--- config.mk ---
export PLATFORM = sky130hd
export DESIGN_NAME = fft_frame_reader
export DESIGN_NICKNAME = d
export VERILOG_FILES = /design/src/rtl/fft_frame_reader.sv
export SDC_FILE = /design/constraint.sdc
export NUM_CORES = 1
export LEC_CHECK = 0
export BUFFER_PORTS_ARGS = -buffer_cell sky130_fd_sc_hd__buf_2
export CAP_MARGIN = 10
export CORE_MARGIN = 2
export CORE_UTILIZATION = 57
export DETAILED_ROUTE_END_ITERATION = 10
export HOLD_SLACK_MARGIN = 0.08
export PLACE_DENSITY = 0.92
export SLEW_MARGIN = 5
export SYNTH_ARGS = -nofsm -noshare
export SYNTH_HDL_FRONTEND = slang
export SYNTH_SLANG_ARGS = --single-unit
--- constraint.sdc ---
create_clock -name clk -period 4.15 [get_ports clk]
set_input_delay 0.83 -clock clk [delete_from_list [all_inputs] [get_ports clk]]
set_output_delay 0.83 -clock clk [all_outputs]
set_load 0.01 [all_outputs]
--- src/rtl/fft_frame_reader.sv ---
// Drains one FRAME_LEN-sample frame from the FFT sample FIFO once a whole frame is buffered,
// and streams it to the FFT core over AXI4-Stream as {imag = 0, real = sample}.
module fft_frame_reader #(
   parameter int DATA_WIDTH  = 16,
   parameter int LEVEL_WIDTH = 14,
   parameter int FRAME_LEN   = 1024,
   parameter int CNT_WIDTH   = 16
) (
   input  logic                    clk,
   input  logic                    rst,
   input  logic                    en,
   output logic                    fifo_rd_en,
   input  logic [DATA_WIDTH-1:0]   fifo_rd_data,
   input  logic                    fifo_rd_empty,
   input  logic [LEVEL_WIDTH-1:0]  fifo_rd_water_level,
   output logic [2*DATA_WIDTH-1:0] m_axis_tdata,
   output logic                    m_axis_tvalid,
   input  logic                    m_axis_tready,
   output logic                    m_axis_tlast,
   output logic                    frame_done,
   output logic [CNT_WIDTH-1:0]    frame_cnt,
   output logic                    underrun,
   output logic [1:0]              dbg_state
);

   localparam int RC_W = $clog2(FRAME_LEN) + 1;
   localparam int BC_W = $clog2(FRAME_LEN);
   localparam logic [LEVEL_WIDTH-1:0] LVL_FRAME = LEVEL_WIDTH'(FRAME_LEN);
   localparam logic [RC_W-1:0]        RD_FULL   = RC_W'(FRAME_LEN);
   localparam logic [RC_W-1:0]        RD_LAST   = RC_W'(FRAME_LEN - 1);
   localparam logic [BC_W-1:0]        BEAT_LAST = BC_W'(FRAME_LEN - 1);

   typedef enum logic [1:0] {S_IDLE = 2'd0, S_STREAM = 2'd1, S_FLUSH = 2'd2} state_t;

   state_t                r_state;
   state_t                w_state_nxt;
   logic [RC_W-1:0]       r_rd_cnt;
   logic [BC_W-1:0]       r_beat_cnt;
   logic                  r_inflight;
   logic [1:0]            r_occ;
   logic [DATA_WIDTH-1:0] r_buf0;
   logic [DATA_WIDTH-1:0] r_buf1;
   logic [CNT_WIDTH-1:0]  r_frame_cnt;
   logic                  r_underrun;
   logic                  w_pop;
   logic                  w_last_xfer;
   logic                  w_credit;

   // AXI-S: a beat transfers when tvalid && tready at the clock edge; while tvalid is high
   // and tready low, tdata/tlast/tvalid hold because they come straight from r_buf0/r_occ/r_beat_cnt.
   assign m_axis_tvalid = (r_occ != 2'd0);
   assign m_axis_tdata  = {{DATA_WIDTH{1'b0}}, r_buf0};
   assign m_axis_tlast  = m_axis_tvalid && (r_beat_cnt == BEAT_LAST);
   assign w_pop         = m_axis_tvalid && m_axis_tready;
   assign w_last_xfer   = w_pop && m_axis_tlast;
   assign frame_done    = w_last_xfer;
   assign frame_cnt     = r_frame_cnt;
   assign underrun      = r_underrun;
   assign dbg_state     = r_state;
   // Buffer slots already claimed (stored + still in flight from the FIFO) must stay below two.
   assign w_credit      = (r_occ == 2'd0) || ((r_occ == 2'd1) && !r_inflight);

   always_comb begin
      w_state_nxt = r_state;
      fifo_rd_en  = 1'b0;
      case (r_state)
         S_IDLE: begin
            if (en && (fifo_rd_water_level >= LVL_FRAME)) w_state_nxt = S_STREAM;
         end
         S_STREAM: begin
            fifo_rd_en = (r_rd_cnt < RD_FULL) && !fifo_rd_empty && (w_credit || w_pop);
            if (fifo_rd_en && (r_rd_cnt == RD_LAST)) w_state_nxt = S_FLUSH;
         end
         S_FLUSH: begin
            if (w_last_xfer) w_state_nxt = S_IDLE;
         end
         default: w_state_nxt = S_IDLE;
      endcase
   end

   always_ff @(posedge clk or posedge rst) begin
      if (rst) begin
         r_state     <= S_IDLE;
         r_rd_cnt    <= '0;
         r_inflight  <= 1'b0;
         r_underrun  <= 1'b0;
      end else begin
         r_state    <= w_state_nxt;
         r_inflight <= fifo_rd_en;
         if (r_state == S_IDLE) r_rd_cnt <= '0;
         else if (fifo_rd_en)   r_rd_cnt <= r_rd_cnt + 1'b1;
         if ((r_state == S_STREAM) && (r_rd_cnt < RD_FULL) && fifo_rd_empty) r_underrun <= 1'b1;
      end
   end

   // Two-entry buffer in FIFO order; r_buf0 is always the head presented on the stream.
   always_ff @(posedge clk or posedge rst) begin
      if (rst) begin
         r_occ  <= 2'd0;
         r_buf0 <= '0;
         r_buf1 <= '0;
      end else begin
         case ({r_inflight, w_pop})
            2'b10: begin
               if (r_occ == 2'd0) r_buf0 <= fifo_rd_data;
               else               r_buf1 <= fifo_rd_data;
               r_occ <= r_occ + 2'd1;
            end
            2'b01: begin
               r_buf0 <= r_buf1;
               r_occ  <= r_occ - 2'd1;
            end
            2'b11: begin
               if (r_occ == 2'd1) begin
                  r_buf0 <= fifo_rd_data;
               end else begin
                  r_buf0 <= r_buf1;
                  r_buf1 <= fifo_rd_data;
               end
            end
            default: ;
         endcase
      end
   end

   always_ff @(posedge clk or posedge rst) begin
      if (rst) begin
         r_beat_cnt  <= '0;
         r_frame_cnt <= '0;
      end else begin
         if (w_pop) begin
            if (m_axis_tlast) r_beat_cnt <= '0;
            else              r_beat_cnt <= r_beat_cnt + 1'b1;
         end
         if (w_last_xfer) r_frame_cnt <= r_frame_cnt + 1'b1;
      end
   end

endmodule

==> results.sh <==
export IMPL_hold_slack_ns=0.4737
export IMPL_fin_crit_sh=0.7355
export IMPL_critPathArrivalTime_ns=2.22
export IMPL_synth_top_area_frac=0.5185
export IMPL_finalHoldViolCount=0
export IMPL_synthArstFlopShare=1.000
export IMPL_place_area_mm2=0.003944
export IMPL_finClkSkew_ns=0.009692
export IMPL_rsz0062_at_grt="no"
export IMPL_cp_required_ns=3.32
export IMPL_clk_pin_slew_worst_paths_ns=0.08
export IMPL_fmax_ghz=0.3276
export IMPL_setup_viol=0
export IMPL_status="finished clean"
export IMPL_drive_above_1_share=0.2793
export IMPL_worstMarginPinSlew_ns=1.138
export IMPL_synth_top_family_by_area="simple AND/OR/NAND/NOR gates"
export IMPL_synth_top_area_cell="dfrtp_1"
export IMPL_slowest_stage="a2111oi_4"
export IMPL_postSynthCellCount=329
export IMPL_synth_area_top_cells="dfrtp_1, mux2_2, xnor2_1"
export IMPL_via_count=2618
export IMPL_wire_per_inst_um=14.34
export IMPL_p_leak_nw=2.049
export IMPL_grt_ovfl_total=0
export IMPL_fin_nets=439
export IMPL_synthDistinctLibCells=44
export IMPL_drt_wl_total_um=6854
export IMPL_drcViolationCount=0
export IMPL_cp_end_kind="output port"
export IMPL_detail_route_antenna_nets=0
export IMPL_hold_path_class="reg -> reg"
export IMPL_pin_count=90
export IMPL_cts_buffers=9
export IMPL_fin_util=0.6640
export IMPL_grt_usage=0.2096
export IMPL_grt_max_degree=46
export IMPL_initial_core_util=0.5800
export IMPL_relSlewSlack=0.2415
export IMPL_ctsLongestPathBuffers=2
export IMPL_ys_flop_type="dfrtp_1"
export IMPL_root_buffer="clkbuf_8"
export IMPL_synthesis_area_mm2=0.003620
export IMPL_synth_xor_area_frac=0.05807
export IMPL_crit_type="reg -> out"
export IMPL_dieHeight_um=83.69
export IMPL_die_area_mm2=0.007004
export IMPL_gp_congestion=0.7923
export IMPL_synthMuxAreaShare=0.07328
export IMPL_max_stage_delay_ns=0.72
export IMPL_worst_path_max_fanout=14
export IMPL_port_buffer_count=63
export IMPL_cp_start_kind="flip-flop"
export IMPL_setup_tns_ns=0
export IMPL_via_per_inst=5.477
export IMPL_num_rows=29
export IMPL_hold_buffers=0
export IMPL_cts_tree="done"
export IMPL_drt_iter0_drc=183
export IMPL_cp_top_family="compound AO/OA/AOI/OAI gates"
export IMPL_cp_cell_sequence="inv_1 -> ha_1 -> nor2_2 -> a2111oi_4 -> buf_2"
export IMPL_yosysWarnings=0
export IMPL_multiInputGateArea_mm2=0.001599
export IMPL_ff_latch_area_mm2=0.001877
export IMPL_dp_cells=461
export IMPL_fill_cells=472
export IMPL_synthSimpleGateAreaFrac=0.1663
export IMPL_final_cells=478
export IMPL_synth_compound_area_frac=0.09886
export IMPL_timing_final_max_slew_violations=0
export IMPL_cp_num_buf_inv=2
export IMPL_antenna_found_initial=0
export IMPL_min_period_ns=3.052
export IMPL_postSynthAreaPerCell_um2=11.00
export IMPL_clock_sinks=75
export IMPL_grt_pass1_vias=2541
export IMPL_synthToLayoutAreaGrowth_pct=14.48
export IMPL_insertion_delay_ns=0.35
export IMPL_antenna_cells=0
export IMPL_p_per_area_mw_per_mm2=588.2
export IMPL_synth_seq_cells=75
export IMPL_cts_htree_levels=3
export IMPL_yosysSeqAreaShare=0.5185
export IMPL_final_area_mm2=0.004144
export IMPL_grt_pass1_wl_um=11610
export IMPL_cts_resized=0
export IMPL_core_area_mm2=0.006241
export IMPL_synth_edff_count=0
export IMPL_post_cts_setup_buffers=0
export IMPL_yosys_area_share_adder=0.02765
export IMPL_dr_pass1_iters=4
export IMPL_vdd_drop_max_v=0.0003962
export IMPL_hpwl_um=4927
export IMPL_die_width_um=83.69
export IMPL_maxCapViolations=0
-- stage by stage --
step	worst slack, ns	power (mW)
4_1_cts	1.068	2.442
2_1_floorplan	1.410	1.692
3_5_place_dp	1.119	1.926
5_1_grt	0.9256	2.597
3_3_place_gp	1.253	1.865
6_report	1.098	2.437
-- power by group --
part	leakage, nW	total (mW)	switching [mW]	internal [mW]
Combinational	1.00	0.823	0.452	0.370
Sequential	0.952	1.10	0.148	0.951
Clock	0.0915	0.517	0.267	0.250
-- layer usage --
metal  up-vias  part of all wire  track usage  routed length, um
met5         -                 0            0                  0
met1      1287              0.42       0.2472               2873
met2        47              0.52       0.3658               3580
li1       1271                 -            -                  -
met3        13             0.039      0.04055                270
met4         0             0.019       0.1026                129
-- cells in the final DEF (no fill, tap or decap), types with 2 or more instances in the layout --
cell type,count
buf_2,63
mux2_2,20
and4_1,2
dfrtp_1,75
a22oi_1,16
nand4_1,14
nor3_1,2
nor4_4,2
o21ai_0,25
nor4_1,2
clkinv_4,2
or4_1,2
clkbuf_8,11
o211ai_1,3
ha_1,8
inv_1,10
or3_1,2
conb_1,16
nand2_1,37
xor2_1,4
buf_4,2
and3_1,3
nand3_1,17
xnor2_1,20
a21o_1,2
clkinvlp_4,2
nor2_1,10
mux2i_1,4
nand2b_1,5
-- cell usage after synthesis, drive strengths merged, types with 4 or more instances --
master and number:
mux2i 4, a22oi 16, clkbuf 7, o21ai 26, nand2b 5, nand4 14, nor2 11, nand2 37
nand3 17, ha 8, buf 18, mux2 20, dfrtp 75, nor4 4, xor2 4, xnor2 20
inv 11
-- worst paths after layout --
kind	start	to	slack [ns]	cells after the start
max in group asynchronous	rst	r_buf1[3]	2.59	3
worst min register to register	frame_cnt[15]	frame_cnt[15]	0.47	1
worst max register to register	r_occ[0]	r_buf1[14]	1.66	8
worst max-delay path	r_occ[0]	fifo_rd_en	1.10	5
worst min-delay path	frame_cnt[15]	frame_cnt[15]	0.47	1
min in group asynchronous	rst	r_buf0[6]	0.54	2
-- registers in the layout, summed over array words and instances, names as in the netlist, 2 cells and up --
signal	cells
r_beat_cnt	10
r_rd_cnt	11
r_occ	2
frame_cnt	16
r_buf0	16
r_buf1	16
dbg_state	2
-- area by class of cell --
class / instances / area share
inverters: 11 / 0.009964
well taps: 77 / 0.02325
repair buffers: 66 / 0.08243
flip-flops and latches: 75 / 0.4529
clock inverters: 5 / 0.009058
multi-input cells: 233 / 0.3859
clock buffers: 11 / 0.03653
-- worst reg2reg max path: stages, from the launching register on --
cell and delay, ns:
dfrtp_1 0.40, inv_1 0.06, ha_1 0.29, nor2b_1 0.45, inv_1 0.16, ha_1 0.23, o211ai_1 0.16, buf_4 0.27
mux2_2 0.37
-- kinds of logic after synthesis --
logic type / after synthesis
mux: 24
flops: 75
other cells: 1
simple gates: 107
fa+ha+maj: 8
xor+xnor: 24
buf+inv: 36
compound gates: 54
No activity file was read; power rests on OpenSTA's default activity.
